**config.mk**
```make
export PLATFORM = sky130hd
export DESIGN_NAME = alu_exec_stage
export DESIGN_NICKNAME = d
export VERILOG_FILES = /design/src/rtl/alu_exec_stage.sv
export SDC_FILE = /design/constraint.sdc
export NUM_CORES = 1
export LEC_CHECK = 0
export ABC_CLOCK_PERIOD_IN_PS = 21000
export CELL_PAD_IN_SITES_DETAIL_PLACEMENT = 1
export CELL_PAD_IN_SITES_GLOBAL_PLACEMENT = 1
export CORE_ASPECT_RATIO = 0.8
export CORE_MARGIN = 2
export CORE_UTILIZATION = 43
export DETAILED_ROUTE_END_ITERATION = 10
export GPL_ROUTABILITY_DRIVEN = 0
export PLACE_DENSITY_LB_ADDON = 0.2
export SLEW_MARGIN = 20
export SYNTH_ARGS = -nofsm -noshare
export SYNTH_HDL_FRONTEND = slang
export SYNTH_SLANG_ARGS = --single-unit
```
**constraint.sdc**
```tcl
create_clock -name i_clock -period 21 [get_ports i_clock]
set_input_delay 6.3 -clock i_clock [delete_from_list [all_inputs] [get_ports i_clock]]
set_output_delay 6.3 -clock i_clock [all_outputs]
set_load 0.1 [all_outputs]
```
**src/rtl/alu_exec_stage.sv**
```systemverilog
// Execute-stage ALU: adder/compare/logic/shift result registered in a single valid/ready slot.
// Optional macro ALU_SERIAL_SHIFT_EN swaps the barrel shifter for a 1-bit-per-cycle serial shifter.
`ifndef ALU_ADD
`define ALU_ADD 0
`endif
`ifndef ALU_SLL
`define ALU_SLL 1
`endif
`ifndef ALU_SLT
`define ALU_SLT 2
`endif
`ifndef ALU_XOR
`define ALU_XOR 3
`endif
`ifndef ALU_SRL
`define ALU_SRL 4
`endif
`ifndef ALU_SRA
`define ALU_SRA 5
`endif
`ifndef ALU_OR
`define ALU_OR 6
`endif
`ifndef ALU_AND
`define ALU_AND 7
`endif

module alu_exec_stage #(
  parameter int unsigned XLEN     = 32,
  parameter int unsigned ALU_TYPE = 8
) (
  input  logic                i_clock,
  input  logic                i_reset_n,
  input  logic                i_flush,
  input  logic                i_valid,
  output logic                o_ready,
  input  logic [XLEN-1:0]     i_alu_a,
  input  logic [XLEN-1:0]     i_alu_b,
  input  logic                i_alu_sub,
  input  logic                i_alu_sign,
  input  logic [ALU_TYPE-1:0] i_alu_t,
  input  logic [4:0]          i_rd,
  input  logic                i_wen,
  output logic                o_valid,
  input  logic                i_ready,
  output logic [XLEN-1:0]     o_result,
  output logic                o_zero,
  output logic                o_less,
  output logic [4:0]          o_rd,
  output logic                o_wen
);
  localparam int unsigned SHW  = $clog2(XLEN);
  localparam int unsigned SUMW = XLEN + 1;

  logic [SUMW-1:0] w_sum;
  logic [XLEN-1:0] w_b_orig, w_rest, w_shift, w_result;
  logic [SHW-1:0]  w_shamt;
  logic            w_less, w_zero;

  logic            w_wr_en, w_wr_zero, w_wr_less, w_wr_wen;
  logic [XLEN-1:0] w_wr_result;
  logic [4:0]      w_wr_rd;

  logic            r_valid, r_zero, r_less, r_wen;
  logic [XLEN-1:0] r_result;
  logic [4:0]      r_rd;

  // B arrives pre-inverted for subtract, so the carry-in completes the two's complement
  assign w_sum    = {1'b0, i_alu_a} + {1'b0, i_alu_b} + SUMW'(i_alu_sub);
  assign w_b_orig = ~i_alu_b;
  assign w_zero   = (w_sum[XLEN-1:0] == '0);
  assign w_less   = i_alu_sign ?
                    ((i_alu_a[XLEN-1] ^ w_b_orig[XLEN-1]) ? i_alu_a[XLEN-1] : w_sum[XLEN-1]) :
                    ~w_sum[XLEN];
  assign w_shamt  = i_alu_b[SHW-1:0];

  assign w_rest = ({XLEN{i_alu_t[`ALU_ADD]}} & w_sum[XLEN-1:0])
                | ({XLEN{i_alu_t[`ALU_SLT]}} & XLEN'(w_less))
                | ({XLEN{i_alu_t[`ALU_XOR]}} & (i_alu_a ^ i_alu_b))
                | ({XLEN{i_alu_t[`ALU_OR]}}  & (i_alu_a | i_alu_b))
                | ({XLEN{i_alu_t[`ALU_AND]}} & (i_alu_a & i_alu_b));
  assign w_result = w_rest | w_shift;

`ifdef ALU_SERIAL_SHIFT_EN
  typedef enum logic {S_IDLE, S_SHIFT} state_e;
  typedef enum logic [1:0] {D_SLL, D_SRL, D_SRA} dir_e;

  state_e          r_state, w_state_nxt;
  dir_e            r_dir, w_dir;
  logic [XLEN-1:0] r_work, r_rest, w_work_sh;
  logic [SHW-1:0]  r_cnt;
  logic            r_zero_p, r_less_p, r_wen_p;
  logic [4:0]      r_rd_p;
  logic            w_slot_free, w_is_shift, w_accept, w_start, w_step, w_final;

  assign w_slot_free = ~r_valid | i_ready;
  assign w_is_shift  = i_alu_t[`ALU_SLL] | i_alu_t[`ALU_SRL] | i_alu_t[`ALU_SRA];
  // Only zero-amount shifts take the single-cycle path, where the result is A itself
  assign w_shift     = {XLEN{w_is_shift}} & i_alu_a;
  // One serial direction per op; multiple shift bits resolve SRA > SRL > SLL
  assign w_dir       = i_alu_t[`ALU_SRA] ? D_SRA : (i_alu_t[`ALU_SRL] ? D_SRL : D_SLL);

  always_comb begin
    w_state_nxt = r_state;
    o_ready     = 1'b0;
    w_start     = 1'b0;
    w_step      = 1'b0;
    w_final     = 1'b0;
    case (r_state)
      S_IDLE: begin
        o_ready = w_slot_free;
        if (i_valid && w_slot_free && w_is_shift && (w_shamt != '0)) begin
          w_start     = 1'b1;
          w_state_nxt = S_SHIFT;
        end
      end
      S_SHIFT: begin
        if (r_cnt != SHW'(1)) begin
          w_step = 1'b1;
        end else if (w_slot_free) begin
          w_step      = 1'b1;
          w_final     = 1'b1;
          w_state_nxt = S_IDLE;
        end
      end
      default: w_state_nxt = S_IDLE;
    endcase
    if (i_flush) w_state_nxt = S_IDLE;
  end

  always_ff @(posedge i_clock) begin
    if (!i_reset_n) r_state <= S_IDLE;
    else            r_state <= w_state_nxt;
  end

  always_comb begin
    case (r_dir)
      D_SRL:   w_work_sh = {1'b0, r_work[XLEN-1:1]};
      D_SRA:   w_work_sh = {r_work[XLEN-1], r_work[XLEN-1:1]};
      default: w_work_sh = {r_work[XLEN-2:0], 1'b0};
    endcase
  end

  // Work register plus the op's side-band, held until the final shift lands in the slot
  always_ff @(posedge i_clock) begin
    if (!i_reset_n) begin
      r_work   <= '0;
      r_rest   <= '0;
      r_cnt    <= '0;
      r_dir    <= D_SLL;
      r_zero_p <= 1'b0;
      r_less_p <= 1'b0;
      r_rd_p   <= '0;
      r_wen_p  <= 1'b0;
    end else if (w_start) begin
      r_work   <= i_alu_a;
      r_rest   <= w_rest;
      r_cnt    <= w_shamt;
      r_dir    <= w_dir;
      r_zero_p <= w_zero;
      r_less_p <= w_less;
      r_rd_p   <= i_rd;
      r_wen_p  <= i_wen;
    end else if (w_step) begin
      r_work <= w_work_sh;
      r_cnt  <= r_cnt - SHW'(1);
    end
  end

  assign w_accept    = i_valid & o_ready;
  assign w_wr_en     = (w_accept & ~w_start) | w_final;
  assign w_wr_result = w_final ? (w_work_sh | r_rest) : w_result;
  assign w_wr_zero   = w_final ? r_zero_p : w_zero;
  assign w_wr_less   = w_final ? r_less_p : w_less;
  assign w_wr_rd     = w_final ? r_rd_p   : i_rd;
  assign w_wr_wen    = w_final ? r_wen_p  : i_wen;
`else
  assign w_shift = ({XLEN{i_alu_t[`ALU_SLL]}} & (i_alu_a << w_shamt))
                 | ({XLEN{i_alu_t[`ALU_SRL]}} & (i_alu_a >> w_shamt))
                 | ({XLEN{i_alu_t[`ALU_SRA]}} & XLEN'($signed(i_alu_a) >>> w_shamt));

  assign o_ready     = ~r_valid | i_ready;
  assign w_wr_en     = i_valid & o_ready;
  assign w_wr_result = w_result;
  assign w_wr_zero   = w_zero;
  assign w_wr_less   = w_less;
  assign w_wr_rd     = i_rd;
  assign w_wr_wen    = i_wen;
`endif

  // Result slot: flush drops the op and empties the slot but keeps the payload
  always_ff @(posedge i_clock) begin
    if (!i_reset_n) begin
      r_valid  <= 1'b0;
      r_result <= '0;
      r_zero   <= 1'b0;
      r_less   <= 1'b0;
      r_rd     <= '0;
      r_wen    <= 1'b0;
    end else if (i_flush) begin
      r_valid <= 1'b0;
    end else if (w_wr_en) begin
      r_valid  <= 1'b1;
      r_result <= w_wr_result;
      r_zero   <= w_wr_zero;
      r_less   <= w_wr_less;
      r_rd     <= w_wr_rd;
      r_wen    <= w_wr_wen;
    end else if (r_valid && i_ready) begin
      r_valid <= 1'b0;
    end
  end

  assign o_valid  = r_valid;
  assign o_result = r_result;
  assign o_zero   = r_zero;
  assign o_less   = r_less;
  assign o_rd     = r_rd;
  assign o_wen    = r_wen;

endmodule

```
# Word level (Yosys, flattened, before mapping)
# Index checks and enable logic that the tools add are counted.
# classes
n_reduce_logical,5
mux,4
add_sub_neg,2
n_bitwise,26
n_shift,3
# ops
operator,n
$and A32 B32 Y32,8
$or A32 B32 Y32,8
$add A32 B32 Y33,1
$add A33 B1 Y33,1
$and A32 B1 Y32,1
$logic_not A32 Y1,1
$not A32 Y32,1
$shl A32 B5 Y32,1
$shr A32 B5 Y32,1
$sshr A32 B5 Y32,1
$xor A32 B32 Y32,1
$mux W1,4
$not A1 Y1,4
$reduce_and A2 Y1,1
$reduce_bool A2 Y1,1
$reduce_or A2 Y1,1
$and A1 B1 Y1,1
$logic_and A1 B1 Y1,1
$or A1 B1 Y1,1
$xor A1 B1 Y1,1
# word_totals
reg_bits,41
wordCells,46
in_bits,85

# Depth between registers and ports, before layout
# Gate-level depths: netlist of run 1.
# depth
depth_word,10
depth_mapped,22
ltp_nobuf,19

# Least setup slack after synthesis of run 1
# Ideal clock, no wire load.
# synth_timing
kind,input-to-output
from,input port i_ready
to,output port o_ready
arrival_ps,6953
setup_slack_ps,7747
path_stages,2
cell_sequence,nor2b_1 inv_1
# synth_via
elab_chain_cells,1
# synth_rtl
element,line_no,rtl
"start, declared",45,"input logic i_ready,"
$or A1 B1 Y1,182,assign o_ready = ~r_valid | i_ready;
"end, declared",36,"output logic o_ready,"
# No other way between the ends.

# Worst setup path in the final report of run 1
# Ends and elaborated chain as after synthesis.

==> flow_summary.toml, run 1 <==
[status]
status = "finished clean"

[floorplan]
initial_core_util = 0.4368
core.rowCount = 44
coreArea_sq_mm = 0.01806
die_area_sq_mm = 0.01945
fp.dieW_microns = 155.4
io-pin-count = 127
fp.dieH_microns = 125.1

[clock_tree]
clock-root-buffer = "clkbuf_16"
post_cts_buffers = 0
clockBufferDepth = 2
cts_sinks = 41
numCtsBuffers = 5
htreeDepth = 2
cts_tree = "done"
cts_hold_buf = 0
cts-resized-gates = 0
clk_latency_ns = 0.30
path_clk_slew_ns = 0.06

[timing]
slew_headroom = 0.3040
worst-slew-pin-transition_ns = 1.041
rsz0062_at_grt = "false"
hold_violations = 0
skew_ns = 0.004662
fin_setup_tns_ns = 0
finalCritPeriodShare = 0.6822
fin_crit_ns = 14.33
finalMaxSlewViolations = 0
holdWs_ns = 0.4499
max_freq_mhz = 69.81
finalSetupViolations = 0

[logic_synthesis]
synth-seq-area-share = 0.1041
synth_edf_count = 0
synth-async-reset-ratio = 0
syn_inst = 1147
synth-warning-count = 0
synth.most_common_cell = "o21ai_0"
yosys.area.top_type = "dfxtp_1"
ys.flop_type = "dfxtp_1"
syn_nets = 1300
ys_ff_latch = 41
synth.distinct_cells = 70
yosysTopAreaCellShare = 0.1041
synth_area_sq_mm = 0.007888
synthTopCellsByCount = "o21ai_0, nor2_1, a21oi_1, nand2_1, clkbuf_1"
post_synth.cell_area_avg_sq_um = 6.877
ys_top_cells_by_area = "dfxtp_1, ha_1, mux4_2"

[setup_path]
reg2reg_depth = 9
crit_slowest_cell = "clkdlybuf4s50_1"
cp.arrival_ns = 8.03
start_kind = "input port"
critPathKind = "in2out"
required_ns = 14.70
slowest_delay_ns = 1.12
cpMostUsedCell = "clkdlybuf4s50_1"
r2r_start = "o_valid$_SDFFE_PP0P_"
path_cells = "clkdlybuf4s50_1 -> nor2b_1 -> inv_1 -> clkdlybuf4s50_1"
reg2reg_slack_ns = 17.39
r2r_end = "o_zero$_SDFFE_PN0P_"
critPathMaxFanout = 3
cp-startpoint = "i_ready"
endpoint_kind = "output port"

[placement]
place_area_sq_mm = 0.009153
place_inst = 1422
place_hpwl_mm = 27.20
portBuffers = 126

[min_path]
whs_endpoint = "o_result[1]$_SDFFE_PN0P_"
min_path_cells = 2
hp-class = "reg2reg"
min_from = "o_result[1]$_SDFFE_PN0P_"

[routing]
first_iter_violations = 1184
drcViolationCount = 0
vias = 9544
wl_per_cell_microns = 24.64
vias_per_cell = 6.669
drt.antenna.violating_nets = 0
firstDrtPassIters = 5
routed_wl_mm = 35.26

[global_routing]
grt_pass1_vias = 9062
grt_pass1_wl_mm = 54.31
overflow = 0
grt_max_degree = 68
antenna_found_initial = 2
grtUsageTotal = 0.3567

[layout]
drive_gt1_frac = 0.07000
seq_area_sq_um = 820.8
fin_nets = 1352
multi_input_area_sq_mm = 0.006411
layoutNonFillerInstCount = 1431
fin_area_sq_mm = 0.009308
fillerInstances = 2338
syn_to_final_growth_pct = 18.00

[power]
p_total_mw = 0.4522
ir_worst_vdd_v = 0.00003230
power_density_mw_per_mm2 = 48.58
total_leakage_power_nw = 3.824

[flow_run]
drv_cap = 0
layout make-up:
type                    instances  share of cell area
repair buffers                141              0.1452
multi-input cells             935              0.6888
flip-flops and latches         41             0.08818
clock buffers                   6             0.01492
clock inverters                 2            0.001479
inverters                      75             0.03025
well taps                     230             0.03092
diodes                          1           0.0002689
cells in the final DEF, fill, tap and decap left out, types with 5 or more instances in the layout:
cell	count
nor2b_1	8
or4_1	7
nand2b_1	8
nor2_1	129
nor3_1	13
nand3_1	19
mux2i_1	39
inv_1	72
xor2_1	11
a221oi_1	6
and2_1	5
buf_4	16
xnor2_1	15
clkdlybuf4s50_1	121
a21oi_1	123
ha_1	65
a22o_1	13
o21ai_0	134
dfxtp_1	41
mux4_2	33
a41oi_1	10
a211oi_1	15
o211ai_1	23
nand2_1	124
o22ai_1	6
o21a_1	5
a31oi_1	17
a22oi_1	12
a21o_1	11
clkbuf_16	5
a211o_1	12
state kept, by name (all words and copies together), names as in the netlist:
name / flops
o_rd: 5
o_result: 32
o_less: 1
o_wen: 1
o_valid: 1
o_zero: 1
metrics by stage:
stage	setup slack, ns	utilization
2_1_floorplan	7.747	-
3_3_place_gp	6.681	0.5069
3_5_place_dp	6.671	0.5069
4_1_cts	6.672	0.5153
5_1_grt	6.634	0.5153
6_report	6.675	0.5155
worst max path at each step:
stage	endpoint	depth (start not counted)
after floorplan	o_ready	2
after global placement	o_ready	4
after detailed placement	o_ready	4
after CTS	o_ready	4
after global routing	o_ready	4
final	o_ready	4
layer usage:
| metal | wire [microns] | GRT usage |
|---|---|---|
| met4 | 973 | 0.08527 |
| met5 | 74 | 0.02256 |
| met3 | 4030 | 0.08388 |
| met1 | 14950 | 0.5051 |
| met2 | 15230 | 0.5463 |
power by group:
part	total [mW]	internal [mW]	switching, mW
clock	0.0832	0.0474	0.0358
combinational	0.283	0.0944	0.189
sequential	0.0861	0.0832	0.00284
total	0.452	0.225	0.227
kinds of logic after synthesis:
group / synth area share
compound gates: 0.3392
simple gates: 0.1864
buf+inv: 0.08423
mux: 0.1466
fa+ha+maj: 0.1107
flops: 0.1041
xor+xnor: 0.02887
worst max-delay path, delay by kind of cell:
| kind | cells | cell delay [ns] |
|---|---|---|
| AND/OR/NAND/NOR | 1 | 0.07 |
| buffers and inverters | 3 | 1.65 |
No activity file was read; power rests on OpenSTA's default activity.
==> run 2: changes to the inputs <==
--- a/config.mk
+++ b/config.mk
@@ -5,12 +5,12 @@
 export SDC_FILE = /design/constraint.sdc
 export NUM_CORES = 1
 export LEC_CHECK = 0
-export ABC_CLOCK_PERIOD_IN_PS = 21000
+export ABC_CLOCK_PERIOD_IN_PS = 14380
 export CELL_PAD_IN_SITES_DETAIL_PLACEMENT = 1
 export CELL_PAD_IN_SITES_GLOBAL_PLACEMENT = 1
 export CORE_ASPECT_RATIO = 0.8
 export CORE_MARGIN = 2
-export CORE_UTILIZATION = 43
+export CORE_UTILIZATION = 40
 export DETAILED_ROUTE_END_ITERATION = 10
 export GPL_ROUTABILITY_DRIVEN = 0
 export PLACE_DENSITY_LB_ADDON = 0.2
==> constraint.sdc (replaced) <==
create_clock -name i_clock -period 14.38 [get_ports i_clock]
set_input_delay 4.314 -clock i_clock [delete_from_list [all_inputs] [get_ports i_clock]]
set_output_delay 4.314 -clock i_clock [all_outputs]
set_load 0.1 [all_outputs]
==> run 2 against run 1 <==
Effect of this change: worst setup slack got worse by 3.2 ns; die area increased by 7.3%; final cell count increased by 1.8%; via count increased by 0.29%; cell area increased by 0.20%; clock power increased by 55%; utilization decreased by 2.8 points; critical endpoint is now o_zero$_SDFFE_PN0P_; first-iteration DRC count decreased by 6.1%; non-clock buffer count decreased by 1; total power increased by 49%; critical path type is now in2reg; largest cell class unchanged.
==> flow_summary.toml, run 2 (synthesized netlist as in run 1, its figures left out) <==
[status]
status = "finished clean"

[clock_tree]
clock-root-buffer = "clkbuf_16"
htreeDepth = 2
numCtsBuffers = 5
clockBufferDepth = 2
post_cts_buffers = 0
cts-resized-gates = 0
cts_hold_buf = 0
path_clk_slew_ns = 0.08
clk_latency_ns = 0.32
cts_sinks = 41
cts_tree = "done"

[flow_run]
drv_cap = 0

[global_routing]
grt_max_degree = 68
grtUsageTotal = 0.3403
grt_pass1_wl_mm = 54.54
overflow = 0
grt_pass1_vias = 8976
antenna_found_initial = 0

[setup_path]
critPathKind = "in2reg"
slowest_delay_ns = 0.52
cp_top_family = "simple AND/OR/NAND/NOR gates"
crit_slowest_cell = "buf_4"
required_ns = 14.64
path_cells = "buf_2 -> buf_4 -> inv_2 -> ha_1 -> o211ai_1 -> o211ai_1 -> a22oi_1 -> a211oi_1 -> or3b_2 -> a31o_2 -> a21o_1 -> a21oi_1 -> o21ai_0 -> fa_1 -> nor4_1 -> nand2_1 -> or4_1 -> or4_1 -> or4_1 -> or4_1 -> nand2_1"
critPathMaxFanout = 67
cp.arrival_ns = 11.16
start_kind = "input port"
endpoint_kind = "flip-flop"
cpMostUsedCell = "or4_1"
crit_buf_inv = 3

[timing]
finalWorstSetupSlack_ns = 3.480
max_freq_mhz = 91.74
skew_ns = 0.01519
fin_setup_tns_ns = 0
hold_violations = 0
rsz0062_at_grt = "false"
finalSetupViolations = 0
worst-slew-pin-transition_ns = 1.045
finalCritPeriodShare = 0.7580
slew_headroom = 0.3011
fin_crit_ns = 10.90
finalMaxSlewViolations = 0

[routing]
wl_met2_mm = 15.46
wl_met3_mm = 3.706
routed_wl_mm = 36.08
first_iter_violations = 1112
top_layer = "met4"
drt.antenna.violating_nets = 0
wl_per_cell_microns = 24.76
vias_per_cell = 6.570
wl_met1_mm = 15.72
firstDrtPassIters = 5
vias = 9572
drcViolationCount = 0

[placement]
dp_slack_ns = 3.423
place_hpwl_mm = 27.95
place_inst = 1449
portBuffers = 126

[layout]
final_util = 0.4872
syn_to_final_growth_pct = 18.24
final_cell_mix = "o21ai_0, nor2_1, nand2_1"
mostFrequentLayoutCell = "o21ai_0"
largest_reg_flops = 32
drive_gt1_frac = 0.07006
fin_nets = 1351
layoutNonFillerInstCount = 1457
antenna_cells = 0

[floorplan]
die_area_sq_mm = 0.02087
coreArea_sq_mm = 0.01914
fp.dieH_microns = 129.6
io-pin-count = 127
fp.dieW_microns = 161
core.rowCount = 45
initial_core_util = 0.4120

[power]
total_leakage_power_nw = 3.818
p_total_mw = 0.6726
power_density_mw_per_mm2 = 72.11
ir_worst_vdd_v = 0.00003806

[min_path]
hp-class = "reg2reg"
[run 2: changes by cell type in the layout (fill, tap and decap cells not counted)]
cell / before / now
buf_4: 16 / 15
clkdlybuf4s50_1: 121 / 120
clkbuf_8: 1 / 0
clkinv_2: 1 / 0
clkinv_4: 1 / 0
buf_2: 4 / 5
inv_6: 0 / 3
diode_2: 1 / 0
[run 2: metrics by stage]
step / hold slack (ns) / cell area (sq um)
final: 0.4589 / 9326
after global routing: 0.4885 / 9326
after CTS: 0.4585 / 9326
after detailed placement: 0.4485 / 9175
after global placement: 0.4425 / 9175
after floorplan: 0.8836 / 7888
[run 2: report_power, final]
| part | internal (mW) | total, mW | switching [mW] |
|---|---|---|---|
| Combinational | 0.138 | 0.418 | 0.280 |
| Clock | 0.0667 | 0.129 | 0.0628 |
| Sequential | 0.121 | 0.125 | 0.00375 |
[run 2: layout make-up]
type	instances	area (sq um)
inverters	75	281.5
flip-flops and latches	41	820.8
well taps	258	322.8
fillers	2485	9817
clock buffers	5	125.1
repair buffers	140	1339
clock inverters	3	26.28
multi-input cells	935	6411
[run 2: path summary, 6_finish.rpt]
kind | start | to | slack, ns | cells past startpoint
setup reg to reg | o_valid$_SDFFE_PP0P_ | o_zero$_SDFFE_PN0P_ | 11.08 | 9
hold reg to reg | o_rd[0]$_SDFFE_PN0P_ | o_rd[0]$_SDFFE_PN0P_ | 0.46 | 2
hold / removal | o_rd[0]$_SDFFE_PN0P_ | o_rd[0]$_SDFFE_PN0P_ | 0.46 | 2
setup / recovery | i_alu_b[3] | o_zero$_SDFFE_PN0P_ | 3.48 | 21
[run 2: routing by layer]
metal | global-route usage | vias up
met4 | 0.09559 | 0
met3 | 0.06402 | 72
li1 | - | 4276
met1 | 0.4820 | 4668
met5 | 0 | -
met2 | 0.5307 | 556
[run 2: worst register-to-register path: stages, from the launching register on]
cell and delay, ns:
dfxtp_1 0.31, nor2b_1 0.15, nor3b_2 0.16, buf_4 0.50
nand2_1 0.16, or4_1 0.48, or4_1 0.41, or4_1 0.51
or4_1 0.49, nand2_1 0.09
